==> config.mk <==
export PLATFORM = sky130hd
export DESIGN_NAME = count_monitor
export DESIGN_NICKNAME = d
export VERILOG_FILES = /design/src/rtl/count_mon_pkg.sv /design/src/rtl/count_mon_fifo.sv /design/src/rtl/count_monitor.sv
export SDC_FILE = /design/constraint.sdc
export NUM_CORES = 1
export LEC_CHECK = 0
export BUFFER_PORTS_ARGS = -buffer_cell sky130_fd_sc_hd__buf_2
export CORE_AREA = 2 2 99 101
export CTS_CLUSTER_DIAMETER = 200
export CTS_CLUSTER_SIZE = 30
export DETAILED_ROUTE_END_ITERATION = 10
export DIE_AREA = 0 0 101 103
export PLACE_DENSITY = 0.7
export RECOVER_POWER = 25
export SYNTH_ARGS = -nofsm -noshare
export SYNTH_HDL_FRONTEND = slang
export SYNTH_SLANG_ARGS = --single-unit
==> constraint.sdc <==
create_clock -name clk -period 2.7 [get_ports clk]
set_input_delay 0.405 -clock clk [delete_from_list [all_inputs] [get_ports clk]]
set_output_delay 0.405 -clock clk [all_outputs]
set_load 0.01 [all_outputs]
==> src/rtl/count_mon_pkg.sv <==
// -----------------------------------------------------------------------------
// count_mon_pkg
// Shared types and constants for the count_monitor block:
//   state_t    - monitor FSM state (IDLE / TRACK / FAULT)
//   evt_kind_t - event code carried through the event FIFO
//   DEFAULT_DEPTH - default event-FIFO depth
// -----------------------------------------------------------------------------
package count_mon_pkg;

    typedef enum logic [1:0] {
        ST_IDLE  = 2'd0,
        ST_TRACK = 2'd1,
        ST_FAULT = 2'd2
    } state_t;

    // EVT_NONE never enters the FIFO; it is the idle value of the push path.
    typedef enum logic [1:0] {
        EVT_NONE      = 2'b00,
        EVT_WRAP      = 2'b01,
        EVT_STEP_ERR  = 2'b10,
        EVT_RANGE_ERR = 2'b11
    } evt_kind_t;

    localparam int DEFAULT_DEPTH = 4;

endpackage

==> src/rtl/count_mon_fifo.sv <==
// -----------------------------------------------------------------------------
// count_mon_fifo
// Small synchronous FIFO holding monitor events. A push while full is
// accepted only when a pop happens in the same cycle; the caller decides
// what to do with a refused push.
// Optional checker: COUNT_MON_PROPS_EN (occupancy never exceeds DEPTH).
// Ports:
//   clk, rst_n          - clock, synchronous active-low reset
//   push, push_data     - write request and payload
//   pop                 - remove head (ignored when empty)
//   full, empty         - status
//   head_data           - payload at head, forced to 0 while empty
// -----------------------------------------------------------------------------
module count_mon_fifo #(
    parameter int WIDTH = 8,
    parameter int DEPTH = 4
) (
    input  logic             clk,
    input  logic             rst_n,
    input  logic             push,
    input  logic [WIDTH-1:0] push_data,
    input  logic             pop,
    output logic             full,
    output logic             empty,
    output logic [WIDTH-1:0] head_data
);

    localparam int AW = $clog2(DEPTH);
    localparam logic [AW:0] DEPTH_L = DEPTH[AW:0];

    logic [WIDTH-1:0] mem [DEPTH];
    logic [AW:0]      wr_ptr_reg;
    logic [AW:0]      rd_ptr_reg;
    logic [AW:0]      level;
    logic             push_ok;
    logic             pop_ok;

    // Pointers carry one extra bit so full and empty are distinguishable.
    assign level   = wr_ptr_reg - rd_ptr_reg;
    assign full    = (level == DEPTH_L);
    assign empty   = (level == '0);
    assign pop_ok  = pop && !empty;
    // When full, the slot being written is the one being popped this cycle;
    // the read sees the old contents because the write lands at the edge.
    assign push_ok = push && (!full || pop_ok);

    always_ff @(posedge clk) begin
        if (!rst_n) begin
            wr_ptr_reg <= '0;
            rd_ptr_reg <= '0;
        end else begin
            if (push_ok) wr_ptr_reg <= wr_ptr_reg + (AW+1)'(1);
            if (pop_ok)  rd_ptr_reg <= rd_ptr_reg + (AW+1)'(1);
        end
    end

    always_ff @(posedge clk) begin
        if (push_ok) mem[wr_ptr_reg[AW-1:0]] <= push_data;
    end

    // Stale storage is hidden so the outputs read 0 whenever nothing is queued.
    assign head_data = empty ? '0 : mem[rd_ptr_reg[AW-1:0]];

`ifdef COUNT_MON_PROPS_EN
    always @(posedge clk) begin
        if (rst_n) begin
            assert (level <= DEPTH_L) else $error("fifo occupancy above DEPTH");
        end
    end
`else
    // Checker-free build.
`endif

endmodule

==> src/rtl/count_monitor.sv <==
// -----------------------------------------------------------------------------
// count_monitor
// Watches a free-running counter that should step by one and wrap from
// LIMIT = 2^(W-1)-1 back to 0. Wraps, step errors and out-of-range samples
// are queued as events; any error parks the FSM in FAULT until reset.
// Optional checkers: COUNT_MON_PROPS_EN.
// Ports:
//   clk, rst_n            - clock, synchronous active-low reset
//   in_valid, in_count    - sample strobe and counter value
//   evt_valid, evt_ready  - event handshake (pop on valid && ready)
//   evt_kind, evt_count   - head event code and causing sample
//   wrap_cnt              - saturating wrap count
//   err                   - sticky fault flag
//   ovf                   - sticky flag, an event was dropped on a full FIFO
// -----------------------------------------------------------------------------
module count_monitor
    import count_mon_pkg::*;
#(
    parameter int W      = 10,
    parameter int WRAP_W = 8,
    parameter int DEPTH  = DEFAULT_DEPTH
) (
    input  logic              clk,
    input  logic              rst_n,
    input  logic              in_valid,
    input  logic [W-1:0]      in_count,
    output logic              evt_valid,
    input  logic              evt_ready,
    output logic [1:0]        evt_kind,
    output logic [W-1:0]      evt_count,
    output logic [WRAP_W-1:0] wrap_cnt,
    output logic              err,
    output logic              ovf
);

    localparam logic [W-1:0] LIMIT = {1'b0, {(W-1){1'b1}}};

    state_t            state_reg, state_next;
    logic [W-1:0]      prev_reg, prev_next;
    logic [W-1:0]      expected;
    logic [WRAP_W-1:0] wrap_cnt_reg;
    logic              err_reg;
    logic              ovf_reg;
    logic              push;
    evt_kind_t         push_kind;
    logic              wrap_hit;
    logic              pop;
    logic              fifo_full;
    logic              fifo_empty;
    logic [W+1:0]      head_data;

    // ---- state register ----------------------------------------------------
    always_ff @(posedge clk) begin
        if (!rst_n) begin
            state_reg    <= ST_IDLE;
            prev_reg     <= '0;
            wrap_cnt_reg <= '0;
            err_reg      <= 1'b0;
            ovf_reg      <= 1'b0;
        end else begin
            state_reg <= state_next;
            prev_reg  <= prev_next;
            if (wrap_hit && (wrap_cnt_reg != '1))
                wrap_cnt_reg <= wrap_cnt_reg + WRAP_W'(1);
            // err mirrors entry into FAULT, which only reset leaves.
            if (state_next == ST_FAULT)
                err_reg <= 1'b1;
            if (push && fifo_full && !pop)
                ovf_reg <= 1'b1;
        end
    end

    // ---- next-state / event decision ---------------------------------------
    always_comb begin
        state_next = state_reg;
        prev_next  = prev_reg;
        push       = 1'b0;
        push_kind  = EVT_NONE;
        wrap_hit   = 1'b0;
        expected   = (prev_reg == LIMIT) ? '0 : prev_reg + W'(1);
        case (state_reg)
            ST_IDLE: begin
                if (in_valid) begin
                    if (in_count > LIMIT) begin
                        push       = 1'b1;
                        push_kind  = EVT_RANGE_ERR;
                        state_next = ST_FAULT;
                    end else begin
                        prev_next  = in_count;
                        state_next = ST_TRACK;
                    end
                end
            end
            ST_TRACK: begin
                if (in_valid) begin
                    // Range is checked before the step so an illegal value
                    // is always reported as such.
                    if (in_count > LIMIT) begin
                        push       = 1'b1;
                        push_kind  = EVT_RANGE_ERR;
                        state_next = ST_FAULT;
                    end else if (in_count != expected) begin
                        push       = 1'b1;
                        push_kind  = EVT_STEP_ERR;
                        state_next = ST_FAULT;
                    end else begin
                        prev_next = in_count;
                        if (prev_reg == LIMIT) begin
                            push      = 1'b1;
                            push_kind = EVT_WRAP;
                            wrap_hit  = 1'b1;
                        end
                    end
                end
            end
            ST_FAULT: begin
                state_next = ST_FAULT;
            end
            default: begin
                state_next = ST_IDLE;
            end
        endcase
    end

    // ---- outputs -----------------------------------------------------------
    always_comb begin
        evt_valid = !fifo_empty;
        pop       = !fifo_empty && evt_ready;
        evt_kind  = head_data[W+1:W];
        evt_count = head_data[W-1:0];
        wrap_cnt  = wrap_cnt_reg;
        err       = err_reg;
        ovf       = ovf_reg;
    end

    count_mon_fifo #(
        .WIDTH (W + 2),
        .DEPTH (DEPTH)
    ) u_fifo (
        .clk       (clk),
        .rst_n     (rst_n),
        .push      (push),
        .push_data ({push_kind, in_count}),
        .pop       (pop),
        .full      (fifo_full),
        .empty     (fifo_empty),
        .head_data (head_data)
    );

`ifdef COUNT_MON_PROPS_EN
    assert property (@(posedge clk) disable iff (!rst_n)
        (evt_valid && !evt_ready) |=> ($stable(evt_kind) && $stable(evt_count)))
        else $error("event payload changed under backpressure");

    assert property (@(posedge clk) disable iff (!rst_n)
        $past(rst_n) |-> (wrap_cnt >= $past(wrap_cnt)))
        else $error("wrap_cnt decreased");

    always @(posedge clk) begin
        if (rst_n) begin
            assert (!err_reg || (state_reg == ST_FAULT)) else $error("err without FAULT");
            assert ((state_reg != ST_FAULT) || err_reg) else $error("FAULT without err");
        end
    end
`else
    // Checker-free build.
`endif

endmodule

==> impl_metrics.ini, run 1 <==
[status]
outcome = finished clean

[placed_design]
placedCellCount = 463
hpwl_um = 5390
dpl_cell_area_mm2 = 0.00409
dpl_worst_slack_ns = 0.0416
numPortBuffers = 36
gp_congestion = 0.845

[cells_and_area]
layout.nets = 384
final_cells = 480
drive_above_1_share = 0.268
postLayoutCoreUtil = 0.459
final_cell_mix = edfxtp_1, buf_2, dfxtp_1
final_cell_area_mm2 = 0.00435
synthToLayoutAreaGrowth_pct = 18.9
layout.cells.most_common = edfxtp_1
antennaDiodeCount = 0
largest_reg_flops = 48

[global_routing]
antenna_found_initial = 0
grt_usage = 0.154
grt_overflow = 0
grt_max_degree = 17
grt_pass1_wl_um = 12200
grt_pass1_vias = 2535

[sta]
worstMarginPinSlew_ns = 0.554
finalCritPeriodShare = 0.950
layout_setup_ws_ns = 0.135
setup_viol = 0
period_needed_ns = 2.57
rsz0062_at_grt = yes
fin_skew_ns = 0.0110
max_freq_mhz = 390
max-slew-margin-rel = 0.630
final_hold_viol_count = 0
finalMaxSlewViolations = 0

[logic_synthesis]
synth_warnings = 0
ys_seq_area_frac = 0.559
syn_avg_cell_area_um2 = 11.9
synth_edf_count = 48
synth_flop_cell = edfxtp_1
netlist_instances = 306
synthArstFlopShare = 0
yosys_register_bits = 78
yosys.area.top_type = edfxtp_1
synth_area_leaders = edfxtp_1, dfxtp_1, mux4_2, ha_1, a21oi_1
synth_top_area_share = 0.394
ys_types = 52
netlist_area_mm2 = 0.00365
postSynthNetCount = 329

[worst_setup_path]
cp-start-kind = register
cp.required_ns = 2.75
crit_path_end_kind = register
critPathMaxFanout = 12
cp_data_arrival_time_ns = 2.61
critical_path_class = register to register
rrSetupSlack_ns = 0.13

[floorplanning]
core_area_mm2 = 0.00946
boundaryPins = 37
die_h_um = 103
start_util = 0.386
die_area_mm2 = 0.0104
num_rows = 36
fp.dieW_um = 101

[detailed_routing]
ant_nets = 0
drc = 0
wl_um = 7460
wl_per_cell_um = 15.5
firstDrtPassIters = 5
viasPerCell = 5.35
drtIter0Drc = 93
via_count = 2568

[clocking]
cts_tree = built
htreeDepth = 3
cts_made_buffers = 9
cts.sinks = 78
insertion_delay_ns = 0.36
cts_setup_buffers = 0
clk_pin_slew_ns = 0.08
cts-root-buf = clkbuf_8
clock_path_buffers = 2

[hold_path]
hold_path_class = input pin to register

[power]
power_density_mw_per_mm2 = 704
leakagePower_nw = 1.64
ir_worst_vdd_uv = 226

[flow_run]
maxCapViolations = 0
[power by group]
part | switching (mW) | internal [mW] | total, mW
Clock | 0.441 | 0.523 | 0.964
Sequential | 0.0401 | 1.32 | 1.36
Combinational | 0.381 | 0.353 | 0.734
[final cells by class]
| cell class | instances | area [um^2] |
|---|---|---|
| multi-input combinational | 204 | 1560 |
| timing repair buffer | 55 | 329 |
| fill | 880 | 5110 |
| inverter | 13 | 48.8 |
| sequential | 78 | 2040 |
| tap | 114 | 143 |
| clock inverter | 7 | 97.6 |
| clock buffer | 9 | 124 |
[worst paths after layout]
kind / start / endpoint / cells past startpoint
worst min-delay path: in_count[9] / u_fifo.mem[1][9]$_DFFE_PP_ / 1
worst max register to register: prev_reg[1]$_SDFFE_PN0P_ / u_fifo.mem[1][1]$_DFFE_PP_ / 8
worst max-delay path: prev_reg[1]$_SDFFE_PN0P_ / u_fifo.mem[1][1]$_DFFE_PP_ / 8
worst min register to register: state_reg[1]$_SDFF_PN0_ / state_reg[0]$_SDFF_PN0_ / 1
[cell usage after synthesis (all sizes together) (3+ instances only)]
cell and number:
xor2 6, nand2 17, and3 4, or3 4
mux2i 7, buf 3, nand3 19, clkbuf 9
nand4 6, o21ai 15, mux4 12, ha 9
and4 3, nor2b 4, dfxtp 30, a21oi 20
inv 12, xnor2 5, edfxtp 48, o31ai 4
nor2 15, and2 16
[metal layers]
layer  part of all wire  vias up  global-route usage
met5                  0        -                   0
met4              0.016        0              0.0624
met3              0.051        8              0.0427
met2               0.46       59               0.246
met1               0.47     1231               0.200
li1                   -     1270                   -
[cell families (layout without fill, tap and decap cells)]
family          Yosys count  after routing  synth area share
compound gates           60             60             0.102
xor+xnor                 11             11            0.0264
fa+ha+maj                 9              9            0.0308
buf+inv                  25             84            0.0270
flops                    78             78             0.559
mux                      20             20            0.0962
simple gates            103            104             0.159
[metrics by stage]
stage | setup TNS, ns | total power, mW | hold slack, ns
final | 0 | 3.06 | 0.356
after detailed placement | 0 | 2.13 | 0.488
after CTS | 0 | 3.09 | 0.314
after floorplan | 0 | 1.87 | 0.447
after global routing | -0.0277 | 3.23 | 0.346
after global placement | 0 | 2.11 | 0.471
[critical path, cell delays in order, from the launching register on]
cell     delay, ns
dfxtp_2       0.37
ha_2          0.18
and4b_1       0.24
and3_1        0.23
mux2_2        0.35
o21a_1        0.14
a32oi_2       0.22
and3_4        0.26
and2_4        0.26
[repair_timing]
item                                    in CTS  in global routing
gates resized for setup                      0                  9
endpoints found under the setup margin       0                 65
hold buffers                                 0                  0
(Power assumes the default switching activity.)
==> run 2, diff against run 1 <==
==> constraint.sdc (replaced) <==
create_clock -name clk -period 2.7 [get_ports clk]
set_input_delay 0.135 -clock clk [delete_from_list [all_inputs] [get_ports clk]]
set_output_delay 0.135 -clock clk [all_outputs]
set_load 0.01 [all_outputs]
==> impl_metrics.ini, run 2 (synthesized netlist as in run 1, its figures left out) <==
[status]
outcome = finished clean

[detailed_routing]
drtIter0Drc = 83
firstDrtPassIters = 4
wl_per_cell_um = 15.4
drc = 0
viasPerCell = 5.40
via_count = 2598
ant_nets = 0
wl_um = 7430

[sta]
max-slew-margin-rel = 0.632
finalMaxSlewViolations = 0
max_freq_mhz = 389
setup_viol = 0
period_needed_ns = 2.57
setup_tns_ns = 0
worstMarginPinSlew_ns = 0.551
final_hold_viol_count = 0
finalCritPeriodShare = 0.951
fin_skew_ns = 0.00500
timing.hold.ws_ns = 0.0767
rsz0062_at_grt = no

[worst_setup_path]
critical_path_class = register to register
cp-start-kind = register
cp_data_arrival_time_ns = 2.63
critPathMaxFanout = 12
cp.required_ns = 2.76
crit_path_end_kind = register

[clocking]
cts_made_buffers = 9
clock_path_buffers = 2
cts.sinks = 78
cts-root-buf = clkbuf_8
clk_pin_slew_ns = 0.09
cts_tree = built
htreeDepth = 3
insertion_delay_ns = 0.35

[cells_and_area]
largest_reg_flops = 48
layout.cells.most_common = edfxtp_1
final_cell_mix = edfxtp_1, dfxtp_1, buf_2
final_cells = 481
drive_above_1_share = 0.253
synthToLayoutAreaGrowth_pct = 17.9
antennaDiodeCount = 0
layout.nets = 385

[global_routing]
grt_pass1_vias = 2471
grt_pass1_wl_um = 12000
antenna_found_initial = 0
grt_usage = 0.150
grt_max_degree = 23
grt_overflow = 0

[power]
pwr-share-clk = 0.283
switching_power_mw = 0.886
ir_worst_vdd_uv = 271
power_density_mw_per_mm2 = 675
leakagePower_nw = 1.61
switching_share = 0.304
pwr-share-comb = 0.249
intPower_mw = 2.02
seq_power_share = 0.468

[flow_run]
maxCapViolations = 0

[floorplanning]
boundaryPins = 37
fp.dieW_um = 101
num_rows = 36
die_h_um = 103
die_area_mm2 = 0.0104
core_area_mm2 = 0.00946
start_util = 0.386

[hold_path]
hold_path_class = input pin to register

[placed_design]
hpwl_um = 5310
numPortBuffers = 36
gp_congestion = 0.836
placedCellCount = 462
run 2: cell types whose count changed in the layout (fill, tap and decap cells not counted), sizes merged:
cell    previous run  this run
buf               50        46
bufinv             2         0
inv               13        15
and2              17        18
clkbuf            14        18
run 2: power by group through the flow:
stage                     Sequential, mW  Combinational [mW]  Clock [mW]
after CTS                           1.36               0.731       0.846
final                               1.36               0.724       0.824
after detailed placement            1.39               0.730           0
after floorplan                     1.38               0.491           0
after global placement              1.39               0.717           0
after global routing                1.37               0.813       0.887
run 2: cell type report:
cell class | instances | area (um^2)
clock buffers | 9 | 124
clock inverters | 7 | 62.6
fillers | 908 | 5150
inverters | 13 | 52.6
multi-input cells | 205 | 1560
flip-flops and latches | 78 | 2040
well taps | 114 | 143
repair buffers | 55 | 324
run 2: routing by layer:
| metal | routed length [um] | GRT usage | vias to the layer above |
|---|---|---|---|
| li1 | - | - | 1268 |
| met1 | 3400 | 0.201 | 1255 |
| met2 | 3480 | 0.244 | 64 |
| met3 | 403 | 0.0190 | 11 |
| met4 | 142 | 0.0686 | 0 |
| met5 | 0 | 0 | - |
run 2: final timing paths:
path                            start                    endpoint  cells past startpoint  slack, ns
min reg2reg          ovf$_SDFFE_PN0P_            ovf$_SDFFE_PN0P_                      2       0.48
min                       in_count[2]  u_fifo.mem[1][2]$_DFFE_PP_                      1       0.08
max reg2reg  prev_reg[1]$_SDFFE_PN0P_  u_fifo.mem[2][4]$_DFFE_PP_                      8       0.13
max          prev_reg[1]$_SDFFE_PN0P_  u_fifo.mem[2][4]$_DFFE_PP_                      8       0.13
run 2: what timing repair did:
item | 4_1_cts | 5_1_grt
setup endpoints to repair | 12 | 55
setup buffers | 0 | 1
hold buffers | 0 | 0
resized for setup | 1 | 6
pin swaps | 0 | 2
endpoints found under the hold margin | 0 | 0
cloned | 0 | 2
run 2: metrics by stage:
stage           util  setup WS (ns)  cell area [um^2]  total power, mW
6_report       0.456          0.131              4310             2.91
5_1_grt        0.456       0.000703              4310             3.07
4_1_cts        0.451        0.00775              4260             2.94
3_5_place_dp   0.431        -0.0660              4070             2.12
3_3_place_gp   0.431         0.0501              4070             2.10
2_1_floorplan      -         0.0476              3670             1.87
run 2: critical path, stage by stage, from the launching register on:
cell and delay (ns):
dfxtp_2 0.37, ha_2 0.18, and4b_1 0.25, and3_1 0.21, mux2_2 0.35, o21a_1 0.15, a32oi_2 0.25, and3_4 0.27
and2_4 0.24
==> run 3, diff against run 2 <==
--- a/config.mk
+++ b/config.mk
@@ -6,13 +6,14 @@
 export NUM_CORES = 1
 export LEC_CHECK = 0
 export BUFFER_PORTS_ARGS = -buffer_cell sky130_fd_sc_hd__buf_2
-export CORE_AREA = 2 2 99 101
+export CORE_AREA = 2 2 104 106
 export CTS_CLUSTER_DIAMETER = 200
 export CTS_CLUSTER_SIZE = 30
 export DETAILED_ROUTE_END_ITERATION = 10
-export DIE_AREA = 0 0 101 103
+export DIE_AREA = 0 0 106 108
 export PLACE_DENSITY = 0.7
 export RECOVER_POWER = 25
 export SYNTH_ARGS = -nofsm -noshare
 export SYNTH_HDL_FRONTEND = slang
+export SYNTH_HIERARCHICAL = 1
 export SYNTH_SLANG_ARGS = --single-unit
==> impl_metrics.ini, run 3 <==
[status]
outcome = finished clean

[clocking]
cts_made_buffers = 9
cts_tree = built
insertion_delay_ns = 0.35
cts-root-buf = clkbuf_8
clk_pin_slew_ns = 0.08
clock_path_buffers = 2
cts.sinks = 78
htreeDepth = 3

[global_routing]
met1_usage = 0.222
grt_overflow = 0
grt_max_degree = 44
grt_usage = 0.160
grt.busiest_layer = met2
globalRouteMet2Util = 0.252
grt_pass1_vias = 2749
grtUsageMet3 = 0.0338
antenna_found_initial = 0
grt_pass1_wl_um = 14200

[logic_synthesis]
netlist_instances = 345
post-synth-top-count-cell = edfxtp_1
yosys_register_bits = 78
synth_edf_count = 48
synth_warnings = 6
synthArstFlopShare = 0
synth_flop_cell = edfxtp_1
synth_common_cells = edfxtp_1, nand2_1, dfxtp_1
yosys.area.top_type = edfxtp_1
netlist_area_mm2 = 0.00403
synth_area_leaders = edfxtp_1, dfxtp_1, mux4_2, mux2i_1, nand2_1
postSynthNetCount = 368
synth_top_area_share = 0.357
ys_seq_area_frac = 0.506
syn_avg_cell_area_um2 = 11.7
ys_types = 61

[floorplanning]
die_h_um = 108
core_area_mm2 = 0.0102
num_rows = 37
boundaryPins = 37
die_area_mm2 = 0.0114
fp.dieW_um = 106
start_util = 0.394

[worst_setup_path]
critPathMaxFanout = 7
critical_path_class = register to register
crit_path_end_kind = register
cp.required_ns = 2.76
rrSetupSlack_ns = 0.05
cp-start-kind = register
cp_data_arrival_time_ns = 2.71

[placed_design]
numPortBuffers = 36
hpwl_um = 6160
gp_congestion = 0.846

[cells_and_area]
antennaDiodeCount = 0
largest_reg_flops = 48
drive_above_1_share = 0.297
final_cell_mix = edfxtp_1, nand2_1, buf_2
synthToLayoutAreaGrowth_pct = 18.5
postLayoutCoreUtil = 0.467
fillers = 933
layout.cells.most_common = edfxtp_1
layout.nets = 426

[sta]
rsz0062_at_grt = yes
timing.hold.ws_ns = 0.109
finalCritPeriodShare = 0.983
finalMaxSlewViolations = 0
max-slew-margin-rel = 0.511
final_hold_viol_count = 0
max_freq_mhz = 377
setup_viol = 0
worstMarginPinSlew_ns = 0.733
period_needed_ns = 2.65
fin_skew_ns = 0.0101

[power]
ir_worst_vdd_uv = 284
leakagePower_nw = 1.71
power_mw = 2.73
power_density_mw_per_mm2 = 571

[detailed_routing]
firstDrtPassIters = 5
viasPerCell = 5.37
ant_nets = 0
wl_um = 9060
via_count = 2923
wl_per_cell_um = 16.6
drc = 0
drtIter0Drc = 177

[flow_run]
maxCapViolations = 0

[hold_path]
hold_path_class = input pin to register
run 3: cell count changes in the layout (fill, tap and decap cells not counted), moves of 4 or more:
cell	before	now
nor3_1	1	9
and2_1	13	2
inv_1	11	17
o21ai_0	14	5
nand2_1	17	35
a21oi_1	20	12
nor2b_2	0	8
nand2b_1	2	9
a21o_1	1	5
nand3_1	18	11
and2_4	3	9
xor2_1	6	2
mux2i_1	7	16
run 3: per-stage QoR:
stage | worst slack [ns] | instances | TNS (ns) | cell area, um^2
3_3_place_gp | 0.125 | 517 | 0 | 4470
3_5_place_dp | 0.0517 | 517 | 0 | 4470
5_1_grt | -0.0688 | 544 | -2.62 | 4780
6_report | 0.0456 | 544 | 0 | 4780
2_1_floorplan | 0.000122 | 345 | 0 | 4110
4_1_cts | 0.0370 | 533 | 0 | 4690
run 3: kinds of logic (layout without fill, tap and decap cells):
kind of cell    Yosys count  count (layout)  synth area share
simple gates            134             138             0.194
flops                    78              78             0.506
compound gates           52              52            0.0974
buf+inv                  33              92            0.0400
mux                      30              30             0.113
fa+ha+maj                 9               9            0.0279
xor+xnor                  9               9            0.0214
run 3: final timing paths:
check                                         startpoint                         end  cells past startpoint
worst max-delay path            prev_reg[1]$_SDFFE_PN0P_  u_fifo/mem[1][3]$_DFFE_PP_                     11
worst min-delay path                         in_count[3]  u_fifo/mem[3][3]$_DFFE_PP_                      1
worst max register to register  prev_reg[1]$_SDFFE_PN0P_  u_fifo/mem[1][3]$_DFFE_PP_                     11
worst min register to register  wrap_cnt[5]$_SDFFE_PN0P_    wrap_cnt[5]$_SDFFE_PN0P_                      2
run 3: area by class of cell:
| cell class | count | area [um^2] | share of cell area |
|---|---|---|---|
| clock buffers | 10 | 128 | 0.0267 |
| clock inverters | 6 | 86.3 | 0.0181 |
| inverters | 18 | 67.6 | 0.0141 |
| multi-input cells | 238 | 1940 | 0.405 |
| flip-flops and latches | 78 | 2050 | 0.429 |
| well taps | 136 | 170 | 0.0356 |
| repair buffers | 58 | 340 | 0.0712 |
run 3: metal layers:
metal	share of wire	up-vias
li1	-	1402
met1	0.47	1423
met2	0.47	88
met3	0.044	10
met4	0.014	0
met5	0	-
run 3: what timing repair did:
action                                 CTS  global route
gates cloned                             0             4
hold buffers                             0             0
buffers inserted                         0             7
endpoints found under the hold margin    0             0
gates resized for setup                  1             8
pin swaps                                0             7
setup endpoints to repair                4            61
run 3: report_power, final:
part,switching [mW],total [mW],internal [mW]
clock,0.436,0.956,0.520
sequential,0.0252,1.33,1.31
combinational,0.252,0.441,0.189
run 3: critical path, cell delays in order, from the launching register on:
cell      delay (ns)
dfxtp_4         0.36
ha_4            0.16
and3b_2         0.25
a211oi_2        0.06
o31a_1          0.28
o211ai_1        0.32
nor2b_4         0.07
a21o_1          0.19
a21oi_4         0.14
o31a_1          0.18
buf_4           0.14
and2_4          0.21
